### src/rtl/encoder_pkg.sv
// Shared constants and types for the convolutional encoder output path.
package encoder_pkg;

  localparam int unsigned SMALL_BYTES_DEF = 132;
  localparam int unsigned LARGE_BYTES_DEF = 768;

  localparam logic [1:0] SID_D0 = 2'd0;
  localparam logic [1:0] SID_D1 = 2'd1;
  localparam logic [1:0] SID_D2 = 2'd2;

  typedef enum logic [2:0] {
    ST_IDLE,
    ST_READ,
    ST_CAPT,
    ST_EMIT0,
    ST_EMIT1,
    ST_EMIT2
  } ser_state_e;

endpackage

### src/rtl/triplet_hold_reg.sv
// Holds one d0/d1/d2 FIFO triplet while it is emitted and muxes out the byte for the current stream id.
// Capture takes one cycle; the register is stable until the next capture, which keeps data steady under stall.
module triplet_hold_reg
  import encoder_pkg::*;
#(
  parameter int DATA_W = 8
) (
  input  logic              clk,
  input  logic              reset,
  input  logic              capture_i,
  input  logic [DATA_W-1:0] q0_i,
  input  logic [DATA_W-1:0] q1_i,
  input  logic [DATA_W-1:0] q2_i,
  input  logic [1:0]        sid_i,
  output logic [DATA_W-1:0] byte_o
);

  logic [DATA_W-1:0] d0_q, d1_q, d2_q;

  always_ff @(posedge clk or posedge reset) begin
    if (reset) begin
      d0_q <= '0;
      d1_q <= '0;
      d2_q <= '0;
    end else if (capture_i) begin
      d0_q <= q0_i;
      d1_q <= q1_i;
      d2_q <= q2_i;
    end
  end

  always_comb begin
    byte_o = d0_q;
    case (sid_i)
      SID_D1:  byte_o = d1_q;
      SID_D2:  byte_o = d2_q;
      default: byte_o = d0_q;
    endcase
  end

endmodule

### src/rtl/conv_output_serializer.sv
// Drains the three parity FIFOs of a finished block as one framed d0,d1,d2 byte stream, 5 cycles per triplet.
// Emit states hold under backpressure; no FIFO read issues while a triplet is un-emitted. SERIALIZER_STATUS_EN adds err_overrun/blk_count.
module conv_output_serializer
  import encoder_pkg::*;
#(
  parameter int DATA_W      = 8,
  parameter int SMALL_BYTES = SMALL_BYTES_DEF,
  parameter int LARGE_BYTES = LARGE_BYTES_DEF,
  parameter int CNT_W       = 10
) (
  input  logic              clk,
  input  logic              reset,
  input  logic              computation_done,
  input  logic              length_in,
  input  logic [DATA_W-1:0] q0,
  input  logic [DATA_W-1:0] q1,
  input  logic [DATA_W-1:0] q2,
  output logic              rdreq_subblock,
  output logic [DATA_W-1:0] out_data,
  output logic              out_valid,
  input  logic              out_ready,
  output logic              out_sop,
  output logic              out_eop,
  output logic [1:0]        out_sid,
  output logic              busy
`ifdef SERIALIZER_STATUS_EN
  ,
  output logic              err_overrun,
  output logic [15:0]       blk_count
`endif
);

  localparam logic [CNT_W-1:0] LAST_SMALL = CNT_W'(SMALL_BYTES - 1);
  localparam logic [CNT_W-1:0] LAST_LARGE = CNT_W'(LARGE_BYTES - 1);

  ser_state_e        state_q, state_d;
  logic [CNT_W-1:0]  cnt_q, cnt_d;
  logic [CNT_W-1:0]  last_q, last_d;
  logic              pend_q, pend_d;
  logic              pend_len_q, pend_len_d;
  logic              capture;

  always_comb begin
    state_d        = state_q;
    cnt_d          = cnt_q;
    last_d         = last_q;
    rdreq_subblock = 1'b0;
    capture        = 1'b0;
    out_valid      = 1'b0;
    out_sid        = SID_D0;
    out_sop        = 1'b0;
    out_eop        = 1'b0;
    case (state_q)
      ST_IDLE: begin
        // A queued block is older than a fresh pulse, so it goes first.
        if (pend_q || computation_done) begin
          state_d = ST_READ;
          cnt_d   = '0;
          last_d  = (pend_q ? pend_len_q : length_in) ? LAST_LARGE : LAST_SMALL;
        end
      end
      ST_READ: begin
        rdreq_subblock = 1'b1;
        state_d        = ST_CAPT;
      end
      ST_CAPT: begin
        capture = 1'b1;
        state_d = ST_EMIT0;
      end
      ST_EMIT0: begin
        out_valid = 1'b1;
        out_sid   = SID_D0;
        out_sop   = (cnt_q == '0);
        if (out_ready) state_d = ST_EMIT1;
      end
      ST_EMIT1: begin
        out_valid = 1'b1;
        out_sid   = SID_D1;
        if (out_ready) state_d = ST_EMIT2;
      end
      ST_EMIT2: begin
        out_valid = 1'b1;
        out_sid   = SID_D2;
        out_eop   = (cnt_q == last_q);
        if (out_ready) begin
          if (cnt_q == last_q) begin
            state_d = ST_IDLE;
          end else begin
            cnt_d   = cnt_q + 1'b1;
            state_d = ST_READ;
          end
        end
      end
      default: state_d = ST_IDLE;
    endcase
  end

  // One-deep queue for a block that finishes encoding while this one drains.
  always_comb begin
    pend_d     = pend_q;
    pend_len_d = pend_len_q;
    if (state_q == ST_IDLE) begin
      if (pend_q) begin
        pend_d = computation_done;
        if (computation_done) pend_len_d = length_in;
      end
    end else if (computation_done && !pend_q) begin
      pend_d     = 1'b1;
      pend_len_d = length_in;
    end
  end

  always_ff @(posedge clk or posedge reset) begin
    if (reset) begin
      state_q    <= ST_IDLE;
      cnt_q      <= '0;
      last_q     <= '0;
      pend_q     <= 1'b0;
      pend_len_q <= 1'b0;
    end else begin
      state_q    <= state_d;
      cnt_q      <= cnt_d;
      last_q     <= last_d;
      pend_q     <= pend_d;
      pend_len_q <= pend_len_d;
    end
  end

  assign busy = (state_q != ST_IDLE);

  triplet_hold_reg #(
    .DATA_W (DATA_W)
  ) u_hold (
    .clk       (clk),
    .reset     (reset),
    .capture_i (capture),
    .q0_i      (q0),
    .q1_i      (q1),
    .q2_i      (q2),
    .sid_i     (out_sid),
    .byte_o    (out_data)
  );

`ifdef SERIALIZER_STATUS_EN
  logic        err_q;
  logic [15:0] blk_q;

  always_ff @(posedge clk or posedge reset) begin
    if (reset) begin
      err_q <= 1'b0;
      blk_q <= '0;
    end else begin
      if (computation_done && pend_q && (state_q != ST_IDLE)) err_q <= 1'b1;
      if (out_eop && out_ready) blk_q <= blk_q + 16'd1;
    end
  end

  assign err_overrun = err_q;
  assign blk_count   = blk_q;
`endif

endmodule
### config.mk
export PLATFORM = sky130hd
export DESIGN_NAME = conv_output_serializer
export DESIGN_NICKNAME = d
export VERILOG_FILES = /design/src/rtl/encoder_pkg.sv /design/src/rtl/triplet_hold_reg.sv /design/src/rtl/conv_output_serializer.sv
export SDC_FILE = /design/constraint.sdc
export NUM_CORES = 1
export LEC_CHECK = 0
export CAP_MARGIN = 20
export CORE_UTILIZATION = 50
export DETAILED_ROUTE_END_ITERATION = 8
export PLACE_DENSITY = 0.78
export SLEW_MARGIN = 20
export SYNTH_ARGS = -nofsm -noshare
export SYNTH_HDL_FRONTEND = slang
export SYNTH_SLANG_ARGS = --single-unit
### constraint.sdc
create_clock -name clk -period 3.77 [get_ports clk]
set_input_delay 0.754 -clock clk [delete_from_list [all_inputs] [get_ports clk]]
set_output_delay 0.754 -clock clk [all_outputs]
set_load 0.02 [all_outputs]
After elaboration in Yosys (flattened, before gate mapping)
Cells that the tools add are included.

Register bits after elaboration: 49. Output and inout bits: 15. Logic and storage cells: 63.

Add/sub/neg operators: 1. Eq/ne operators: 15. Muxes and demuxes: 26. Reduce and logical (&&, ||, !) cells: 13.

Operators with widths (count): $mux 10 (4); $pmux 10 s2 (1); $pmux 3 s6 (1); $pmux 8 s2 (1); $mux 1 (14); $ne 2x2->1 const B (7); $mux 3 (4); $add 10x1->10 const B (1); $eq 10x10->1 (1); $logic_not 10->1 (1); $reduce_and 4->1 (2); $eq 3x2->1 const B (2); $eq 3x3->1 const B (2); $pmux 2 s2 (1); $reduce_bool 2->1 (2); $eq 3x1->1 const B (1); $logic_not 3->1 (1); $reduce_and 3->1 (1); $reduce_bool 3->1 (1); $reduce_or 3->1 (1); $eq 2x1->1 const B (1); $eq 2x2->1 const B (1); $reduce_and 2->1 (1); $logic_and 1x1->1 (1); other kinds (2) (2).

Depth between registers and ports, before layout
Gate-level depths: netlist (run 1).

Depth after elaboration: 4. Gate-level depth with buffers: 7. Depth with buffers taken out: 5.

Cells and area by module
Synthesis (run 1) repeated with hierarchy kept, for this count alone.

Cell total of the unflattened synthesis: 206. Area, all modules: 2273.4 um^2.

By module, submodules not included: triplet_hold_reg (times used 1, cells an instance 83, area each 1178.6 um^2, seq. area each 600.6 um^2); conv_output_serializer (times used 1, cells an instance 123, area each 1094.8 um^2, seq. area each 425.4 um^2).

Worst setup path after synthesis (run 1)
OpenSTA, ideal clock, no wires.

Kind: register to output. Start point: reg cnt_q[0]. End point: out out_sop. Arrival time: 1811 ps. Required time: 3016 ps. Path slack: 1205 ps. Cell stages (with the launch flop): 5. Buffers on the path: 0. Cells stage by stage: dfrtp_1 > inv_1 > ha_1 > or4b_2 > nor4_1.

Word-level cells in the longest chain between the ends: 2.

RTL lines: from (decl) (RTL line conv_output_serializer.sv:37) `logic [CNT_W-1:0] cnt_q, cnt_d;`; from (signal assigned) (RTL line conv_output_serializer.sv:122) `cnt_q <= cnt_d;`; $logic_not 10->1 (RTL line conv_output_serializer.sv:73) `out_sop = (cnt_q == '0);`; $mux 1 (RTL line conv_output_serializer.sv:53) `case (state_q)`; to (decl) (RTL line conv_output_serializer.sv:22) `output logic out_sop,`.

No other way between the ends.

Worst setup path after layout (run 1)
Start point: reg cnt_q[7]. End point: out out_eop.

Word-level cells in the longest chain between the ends: 2.

RTL lines: $eq 10x10->1 (RTL line conv_output_serializer.sv:84) `out_eop = (cnt_q == last_q);`; $mux 1 (RTL line conv_output_serializer.sv:53); to (decl) (RTL line conv_output_serializer.sv:23) `output logic out_eop,`.

No other way between the ends.

==> summary.md, run 1 <==
| Metric | Value |
|---|---|
| Area of the multi-input gates | 1028 um^2 |
| # rows | 23 |
| Initial antenna violation count | 0 |
| Critical Path Start | cnt_q[7] |
| Global-route wire length before repair | 6658 um |
| Nets | 270 |
| Warnings from Yosys | 0 |
| Initial core utilization | 52.67% |
| Setup crit start kind | register |
| Clk Latency, worst-skew pair | 0.29 ns |
| # hold bufs at CTS | 0 |
| Setup TNS | 0 ns |
| Final-layout fill cell count | 338 |
| IO Pins | 44 |
| R2r worst-path depth | 5 |
| Root buffer cell | clkbuf_8 |
| Sequential-to-total area share from yosys stat | 48.35% |
| Pre-Repair DR Iteration Count | 4 |
| Post-place setup slack | 0.7581 ns |
| Crit path setup slack, layout | 0.4437 ns |
| Die width | 67.15 um |
| WHS Endpoint | u_hold.d2_q[0] |
| Period utilization | 88.23% |
| RSZ-0062 raised after global routing | no |
| Synth top area share | 48.35% |
| Synth unique cells | 40 |
| CTS-repair resized insts | 0 |
| Final Hold Violating Endpoints | 0 |
| Core area | 4029 um^2 |
| Vias in the first global route | 1496 |
| H-tree Lvls | 2 |
| FFs w/ async S/R, synth | 100.0% |
| Max VDD drop | 0.4570 mV |
| WL per Instance | 13.54 um |
| N_diodes | 0 |
| Vias | 1612 |
| DRT iter0 DRCs | 82 |
| Post-Syn Instances | 196 |
| WS Path Type | reg2out |
| Post-CTS Setup Inserts | 0 |
| Post-synth net total | 227 |
| Clock-pin slew on the worst setup and hold paths | 0.07 ns |
| Setup Skew | 0.007328 ns |
| P_leak | 1.141 nW |
| Fmax | 0.3006 GHz |
| DRC viols | 0 |
| Status | finished clean |
| Hold Path Class | reg2reg |
| Worst Path Max Fanout | 16 |
| Worst-margin pin slew | 0.6544 ns |
| R2R Path End | cnt_q[0] |
| Reg2reg setup slack | 1.52 ns |
| Post-synth EDFFs | 0 |
| Vias/cell | 5.559 |
| Die ar. | 4508 um^2 |
| Most used DFF post-synth | dfrtp_1 |
| Cts bufs inserted | 5 |
| Hpwl dp | 2784 um |
| Total Wirelength | 3926 um |
| CTS Buffer Depth | 2 |
| Synthesis-stage register bit count | 41 |
| Top cells by area, synth | dfrtp_1, mux2_2, mux2i_1, nand2_1, o21ai_0 |
| Largest net degree at the start of global routing | 42 |
| Setup-failing EPs final | 0 |
| Die extent in y | 67.15 um |
| Worst Min Path Start | u_hold.d2_q[0] |
| Largest area contributor in the netlist | dfrtp_1 |
| RR Startpoint | cnt_q[7] |
| GPL Wtd Cong | 0.8121 |
| CTS tree | built |
| Pins Over Slew Limit | 0 |
| IO buf count | 43 |
| Final min period | 3.326 ns |
| Max Cap Violations | 0 |
| Total GRT Usage | 19.75% |
| CP arrival | 2.57 ns |
| Synthesized cell area | 2122 um^2 |
| Clock sinks | 41 |
| Synth Area per Inst | 10.83 um^2 |
| FF+latch area | 1026 um^2 |
| Crit path capture type | output pin |
| Power per cell area | 770.2 nW/um^2 |
| Total congestion overflow | 0 |
| Layout area overhead | 27.65% |
| Hold path depth | 1 |
| Share of cells above drive strength 1 | 18.75% |
| Critical Path RT | 3.02 ns |
| DRT antenna net count | 0 |
| Max transition margin | 56.11% |
-- cell usage in the layout (no fill, tap or decap), types with 3 or more instances in the layout --
| cell | n |
|---|---|
| o21ai_0 | 10 |
| clkdlybuf4s50_1 | 43 |
| mux2i_1 | 11 |
| a21oi_1 | 7 |
| inv_1 | 4 |
| or3_1 | 7 |
| clkbuf_8 | 6 |
| nand2_1 | 16 |
| nand3_1 | 4 |
| mux2_2 | 25 |
| xor2_1 | 3 |
| nand2b_1 | 4 |
| nor3_1 | 3 |
| dfrtp_1 | 41 |
| nor2_1 | 11 |
| buf_4 | 4 |
| o21ai_1 | 6 |
| nand4_1 | 6 |
-- state kept, by name, indices dropped and copies added, names as in the netlist --
signal,flops
cnt_q,10
u_hold.d1_q,8
u_hold.d0_q,8
pend_len_q,1
last_q,2
u_hold.d2_q,8
pend_q,1
state_q,3
-- layout make-up --
type	count	area share [%]
clock buffers	7	3.187
clock inverters	1	1.109
inverters	4	0.5543
multi-input cells	140	37.97
flip-flops and latches	41	37.88
well taps	50	2.309
repair buffers	47	17.00
-- power by group --
group	switching, W	internal [W]
Clock	0.000141	0.000216
Sequential	0.000124	0.000615
Combinational	0.000471	0.000520
-- per-stage QoR --
step	hold WS (ns)	instance area (um^2)	utilization [%]	total power, W	cells
final	0.5106	2709	67.24	0.002086	290
after global routing	0.5264	2709	67.24	0.002230	290
after global placement	0.4858	2592	64.35	0.001725	282
after floorplan	0.4581	2122	-	0.001412	196
after CTS	0.5125	2709	67.24	0.002108	290
after detailed placement	0.4890	2592	64.35	0.001745	282
-- critical path, cell delays in order, from the launching register on --
cell and delay (ns):
dfrtp_1 0.45, or4_4 0.58, a2111oi_4 0.37, o21a_4 0.27
clkdlybuf4s50_1 0.63
-- logic make-up (layout without fill, tap and decap cells) --
kind of cell / count (synthesis) / in the layout / share of synthesized area [%]
buf+inv: 15 / 59 / 3.302
fa+ha+maj: 3 / 3 / 1.651
mux: 37 / 37 / 18.99
xor+xnor: 3 / 3 / 1.238
simple gates: 66 / 66 / 16.51
flops: 41 / 41 / 48.35
compound gates: 31 / 31 / 9.965
-- how the worst max path moves through the flow --
stage,endpoint,cells past startpoint,slack (ns)
2_1_floorplan,out_sop,4,1.20
3_3_place_gp,out_eop,4,0.78
3_5_place_dp,out_eop,4,0.76
4_1_cts,out_eop,4,0.44
5_1_grt,out_eop,4,0.35
6_report,out_eop,4,0.44
-- cell usage after synthesis (4+ instances only) --
master,n
dfrtp_1,41
mux2_2,25
nand2_1,16
nor2_1,12
mux2i_1,11
o21ai_0,10
a21oi_1,7
clkbuf_1,7
or3_1,7
nand4_1,6
o21ai_1,6
inv_1,4
nand2b_1,4
nand3_1,4
-- layer usage --
metal | vias to the layer above | GRT usage [%] | share of wire [%]
met2 | 54 | 32.25 | 47
met5 | - | 0 | 0
li1 | 786 | - | -
met3 | 8 | 5.743 | 5.9
met4 | 0 | 5.585 | 0.97
met1 | 764 | 25.44 | 46
Note: power is estimated with default switching activity, not from simulation.
==> inputs of run 2 (changes only) <==
Settings changed: DONT_BUFFER_PORTS set to 1, PLACE_DENSITY 0.78 to not set.
Clock period 3.77 ns to 3.1 ns, I/O delays scaled along.
==> run 2 against run 1 <==
Effect of this change: power grew 13%; sequential cell count unchanged; first-iteration DRC count fell by 52%; clock skew barely moved; clock power increased by 17%; non-clock buffer count decreased by 38; die area unchanged; final area down 15%; global-route usage up 0.69 points; combinational power is 5% higher; sequential power up 23%; highest routed layer unchanged.
==> summary.md, run 2 (synthesis gave the netlist of run 1 again) <==
| Metric | Value |
|---|---|
| Setup-failing EPs final | 0 |
| Initial antenna violation count | 0 |
| # rows | 23 |
| R2R Path End | cnt_q[0] |
| Commonest non-fill, non-tap cell in the layout | dfrtp_1 |
| Layout area overhead | 8.903% |
| P_leak | 0.9963 nW |
| GPL Wtd Cong | 0.8487 |
| DRT iter0 DRCs | 39 |
| Total Wirelength | 4098 um |
| Reg2reg setup slack | 0.76 ns |
| Non-filler cells, final | 252 |
| Share of cells above drive strength 1 | 24.75% |
| Hpwl dp | 3069 um |
| Register with the most flip-flops | cnt_q |
| Crit path capture type | output pin |
| Status | finished clean |
| Hold slack final | 0.3346 ns |
| Die extent in y | 67.15 um |
| Final min period | 2.642 ns |
| CP arrival | 2.02 ns |
| Clk Latency, worst-skew pair | 0.29 ns |
| Post-layout util | 57.36% |
| Die ar. | 4508 um^2 |
| Final-layout fill cell count | 372 |
| H-tree Lvls | 2 |
| DRT antenna net count | 0 |
| Die width | 67.15 um |
| Most frequent cells in the layout | dfrtp_1, mux2_2, nand2_1, nor2_1, mux2i_1 |
| N_diodes | 0 |
| Vias/cell | 5.774 |
| Worst Path Max Fanout | 16 |
| Critical Path RT | 2.48 ns |
| Nets | 232 |
| Initial core utilization | 52.67% |
| Vias | 1455 |
| WL per Instance | 16.26 um |
| Setup crit start kind | register |
| Post-CTS Setup Inserts | 0 |
| Core area | 4029 um^2 |
| Largest net degree at the start of global routing | 42 |
| Pre-Repair DR Iteration Count | 4 |
| Area of the multi-input gates | 1028 um^2 |
| Global-route wire length before repair | 6824 um |
| Max reg flops | 10 |
| Total power | 0.002363 W |
| Root buffer cell | clkbuf_8 |
| Worst-margin pin slew | 0.6772 ns |
| Max transition margin | 54.58% |
| IO buf count | 0 |
| Vias in the first global route | 1568 |
| Final Hold Violating Endpoints | 0 |
| IO Pins | 44 |
| Setup TNS | 0 ns |
| Clock sinks | 41 |
| Clock-pin slew on the worst setup and hold paths | 0.08 ns |
| CTS Buffer Depth | 2 |
| Cts bufs inserted | 5 |
| Max VDD drop | 0.6188 mV |
| RR Startpoint | cnt_q[7] |
| FF+latch area | 1026 um^2 |
| RSZ-0062 raised after global routing | no |
| CTS tree | built |
| Setup Skew | 0.007065 ns |
| DRC viols | 0 |
| Total congestion overflow | 0 |
| Period utilization | 85.24% |
| Pins Over Slew Limit | 0 |
| Dpl cells | 244 |
| # hold bufs at CTS | 0 |
| Power per cell area | 1022 nW/um^2 |
| Max Cap Violations | 0 |
| Total GRT Usage | 20.43% |
| Fmax | 0.3785 GHz |
| R2r worst-path depth | 5 |
| WS Path Type | reg2out |
| CTS-repair resized insts | 0 |
| Hold Path Class | in2async |
-- run 2: cell type report --
type	instances	area share (%)
sequential	41	44.40
clock buffer	6	3.140
clock inverter	2	1.678
timing repair buffer	9	2.924
inverter	4	0.6497
multi-input combinational	140	44.50
tap	50	2.707
-- run 2: routing by layer --
layer  routed length (um)  up-vias  part of all wire [%]  GRT usage (%)
li1                     -      707                     -              -
met5                    0        -                     0              0
met4                   61        0                   1.5          7.979
met1                 1759      711                    43          22.81
met3                  165        7                   4.0          6.588
met2                 2112       30                    52          35.88
-- run 2: metrics by stage --
stage          area, um^2  setup WS (ns)
3_5_place_dp         2200         0.7794
4_1_cts              2311         0.4486
3_3_place_gp         2200         0.8278
5_1_grt              2311         0.3761
6_report             2311         0.4577
2_1_floorplan        2122         0.6687
-- run 2: where the power goes --
group          internal, W  leakage (nW)  switching (W)
sequential        0.000747         0.500       0.000162
combinational     0.000477         0.440       0.000559
clock             0.000241        0.0554       0.000176
-- run 2: worst max-delay path: stages (launching register included) --
cell	delay [ns]
dfrtp_1	0.45
or4_4	0.59
a2111oi_4	0.38
o21a_4	0.31
-- run 2: worst max-delay path by stage --
| stage | startpoint | to | slack, ns | cells after the start |
|---|---|---|---|---|
| 5_1_grt | cnt_q[1] | out_sop | 0.38 | 5 |
| 3_3_place_gp | cnt_q[7] | out_eop | 0.83 | 3 |
| 2_1_floorplan | cnt_q[0] | out_sop | 0.67 | 4 |
| 3_5_place_dp | cnt_q[7] | cnt_q[0] | 0.78 | 5 |
| 6_report | cnt_q[7] | out_eop | 0.46 | 3 |
| 4_1_cts | cnt_q[0] | out_sop | 0.45 | 5 |
==> RTL change 1: new RTL, flow settings as in run 2 <==
`CNT_W`: 10 -> 20.
--- a/src/rtl/conv_output_serializer.sv
+++ b/src/rtl/conv_output_serializer.sv
@@ -7,5 +7,5 @@
   parameter int SMALL_BYTES = SMALL_BYTES_DEF,
   parameter int LARGE_BYTES = LARGE_BYTES_DEF,
-  parameter int CNT_W       = 10
+  parameter int CNT_W       = 20
 ) (
   input  logic              clk,
Formal check against the unedited RTL: same outputs for any inputs over 10 cycles, from zero or initial values and one cycle with reset high; that may be too few to reach the edited logic, so the function may still have changed.
==> RTL change 1 against run 2 <==
First-iteration DRC count rose to 2.8 times the old value; clock power down 2%; register-to-register slack got worse by 0.02 ns; fmax up 0.27%; setup slack better by 0.0071 ns; critical endpoint unchanged; design area is 25% higher; wire length rose by 33%; via count increased by 38%; area after synthesis up 27%; utilization is 1.3 points lower; critical path type unchanged; sequential cell count increased by 10; count of clock-buffer cells in the layout did not move; total power grew 6.6%; clock skew increased by 0.0015 ns.
==> RTL change 1: results (changes against run 2) <==
Parameter                              Value

Run status
  Run status    completed

Synth
  Area share of fa/ha/maj cells after synthesis    1.30% (-0.35 points)
  Main area contributors after synthesis    sky130_fd_sc_hd__dfrtp_1 (47%), sky130_fd_sc_hd__mux2_2 (10%), sky130_fd_sc_hd__mux2i_1 (4.1%)
  Number of different library cells in the post-synthesis netlist    42 (+5.0%)
  Mux cell area share after synthesis    14.6% (-4.4 points)
  Area fraction in compound gates after synthesis    11.3% (+1.3 points)
  Post-synthesis cell count    272 (+39%)
  Xor-xnor portion of the synthesized cell area    0.977% (-0.26 points)
  Share of the yosys chip area belonging to registers    47.5% (-0.89 points)
  Most instantiated cells after synthesis    sky130_fd_sc_hd__dfrtp_1 (51), sky130_fd_sc_hd__nand2_1 (28), sky130_fd_sc_hd__mux2_2 (25)

Place
  Cell count after placement    336 (+38%)
  HPWL after detailed placement    3780 µm (+23%)
  Placement-stage cell area    2780 µm² (+26%)

Route
  Via density per instance    5.82 (+0.80%)
  Violation count after the first detailed-routing iteration    111 (+180%)
  Final WL    5450 µm (+33%)
  Wire per inst    15.8 µm (-2.6%)

Setup path
  Top fanout value on the critical path    13 (-3)
  Worst reg2reg path endpoint    cnt_q[16]
  FF-to-FF setup slack    0.74 ns (-0.02 ns)
  Reg-to-reg critical path startpoint    state_q[2]
  Worst Reg2Reg Path Length in Cells    4 (-1)
  Slowest CP cell    sky130_fd_sc_hd__or4_1

GRT
  Overall fraction of global-route tracks in use    19.8% (-0.66 points)
  Pin count of the biggest net entering global routing    33 (-21%)
  Wire length of the first global-routing pass    8380 µm (+23%)

Pwr
  Leakage Power    1.25 nW (+25%)
  Sequential power    1.04 mW (+14%)
  Max VDD drop    0.446 mV (-28%)
  Clk power    0.407 mW (-2%)

Timing
  Share of the cycle needed by the critical path after routing    85.0% (-0.23 points)

Cells and area
  Layout filler cell count    487 (+31%)
-- RTL change 1: cell type report --
| class | instances | area, µm² | share of cell area, % |
|---|---|---|---|
| well taps | 70 | 87.6 | 3.04 |
| clock buffers | 6 | 82.6 | 2.87 |
| repair buffers | 10 | 75.1 | 2.61 |
| multi-input cells | 194 | 1300 | 45.2 |
| flip-flops and latches | 51 | 1280 | 44.3 |
| inverters | 11 | 41.3 | 1.43 |
| clock inverters | 2 | 16.3 | 0.565 |
-- RTL change 1: worst max-delay path, delay by kind of cell, from the launching register on --
kind | cells | cell delay (ns)
flops | 1 | 0.47
compound gates | 1 | 0.20
simple gates | 2 | 0.64
buf+inv | 2 | 0.41
-- RTL change 1: metal layers --
layer	global-route usage [%]	wire, µm	up-vias
li1	-	-	988
met1	29.6	2760	973
met2	28.9	2400	37
met3	4.76	252	4
met4	4.94	37	0
met5	0	0	-
==> RTL change 2: new RTL, config.mk and constraints of run 2 <==
Made on the original files. Encoding of `ser_state_e`: now Gray code (3 bits for 6 states).
--- a/src/rtl/encoder_pkg.sv
+++ b/src/rtl/encoder_pkg.sv
@@ -10,10 +10,10 @@
 
   typedef enum logic [2:0] {
-    ST_IDLE,
-    ST_READ,
-    ST_CAPT,
-    ST_EMIT0,
-    ST_EMIT1,
-    ST_EMIT2
+    ST_IDLE  = 3'b000,
+    ST_READ  = 3'b001,
+    ST_CAPT  = 3'b011,
+    ST_EMIT0 = 3'b010,
+    ST_EMIT1 = 3'b110,
+    ST_EMIT2 = 3'b111
   } ser_state_e;
 
Check against the original RTL: no difference found for any inputs over 10 cycles, from zero or initial values and one cycle with reset high; not proved beyond that.
==> RTL change 2 against run 2 <==
Design area decreased by 2.3%; total power down 4.1%; wire length shrank 3.1%; largest cell class unchanged; global-route usage down 0.36 points; sequential cell count did not move; die area about the same; largest power group is now sequential cells; setup slack got worse by 0.19 ns; area after synthesis hardly changed; critical endpoint unchanged.
==> RTL change 2: results (changes against run 2) <==
Parameter                              Value

Run status
  Run status    completed

Synth
  Main area contributors after synthesis    sky130_fd_sc_hd__dfrtp_1 (48%), sky130_fd_sc_hd__mux2_2 (14%), sky130_fd_sc_hd__mux2i_1 (3.8%)
  Mux cell area share after synthesis    17.6% (-1.4 points)
  Area share of fa/ha/maj cells after synthesis    1.65% (about the same)
  Area fraction in compound gates after synthesis    12.3% (+2.4 points)
  Most instantiated cells after synthesis    sky130_fd_sc_hd__dfrtp_1 (41), sky130_fd_sc_hd__mux2_2 (26), sky130_fd_sc_hd__nand2_1 (20)
  Share of the yosys chip area belonging to registers    48.4% (about the same)
  Warning count from the yosys run    0 (unchanged)
  Xor-xnor portion of the synthesized cell area    0.826% (-0.41 points)
  Number of different library cells in the post-synthesis netlist    45 (+13%)

Pwr
  Cell internal pwr    1.38 mW (-5.6%)
  Power density over the cells    1000 nW/µm² (-1.8%)
  Part of the total power dissipated in combinational logic    40.2% (-3.7 points)
  Clk power    0.407 mW (-2%)
  Max VDD drop    0.508 mV (-18%)
  Leakage Power    0.991 nW (-0.49%)

Setup path
  Top fanout value on the critical path    8 (-8)
  Critical path data arrival time    2.22 ns (+0.20 ns)

GRT
  Wire length of the first global-routing pass    6600 µm (-3.2%)
  Met2 track demand over resource    33.3% (-2.6 points)
  Vias in the first global route    1,486 (-5.2%)
  Met3 layer usage reported by global route    6.85% (+0.26 points)
  Pin count of the biggest net entering global routing    42 (unchanged)
  Overall fraction of global-route tracks in use    20.1% (-0.36 points)

Timing
  Slew at the pin closest to its max-slew limit    0.717 ns (+0.0395 ns)
  Clock skew after layout    0.00485 ns (-0.00221 ns)

Cells and area
  Count of placed standard cells in the final layout, fillers left out    244 (-3.2%)
  Final layout net count    225 (-3.0%)
  Fraction of final layout cells with drive strength greater than 1    21.6% (-3.1 points)

Place
  RD Place Congestion    0.895 (+5.5%)
  Setup slack after placement    0.594 ns (-0.185 ns)
  Number of port buffers    0 (unchanged)
  HPWL after detailed placement    2870 µm (-6.6%)
  Placement-stage cell area    2150 µm² (-2.1%)
  Cell count after placement    237 (-2.9%)

Route
  Met3 routed WL    300 µm (+82%)
  Met2 wire length    1980 µm (-6.1%)
  Sum of routed wire segments on met1    1620 µm (-7.8%)
  Violation count after the first detailed-routing iteration    93 (+140%)
  Final WL    3970 µm (-3.1%)
[RTL change 2: cell types whose count changed after synthesis, moves of 4 or more]
cell	before	now
sky130_fd_sc_hd__or3_1	7	1
sky130_fd_sc_hd__nand2_1	16	20
sky130_fd_sc_hd__o21ai_0	10	15
sky130_fd_sc_hd__o21ai_1	6	1
[RTL change 2: final timing paths]
check,slack (ns),start,cells past startpoint,end
setup reg to reg,0.88,state_q[0],5,cnt_q[4]
hold reg to reg,0.50,last_q[7],1,last_q[7]
min in group clk,0.46,out_ready,2,state_q[2]
hold / removal,0.34,reset,2,cnt_q[4]
max in group asynchronous,2.41,reset,2,cnt_q[8]
setup / recovery,0.26,cnt_q[7],4,out_eop
[RTL change 2: layout make-up]
type	count	area [µm²]
Sequential cell	41	1030
Clock buffer	5	68.8
Fill cell	369	1770
Timing Repair Buffer	3	22.5
Tap cell	50	62.6
Inverter	4	15.0
Clock inverter	2	35.0
Multi-Input combinational cell	139	1030
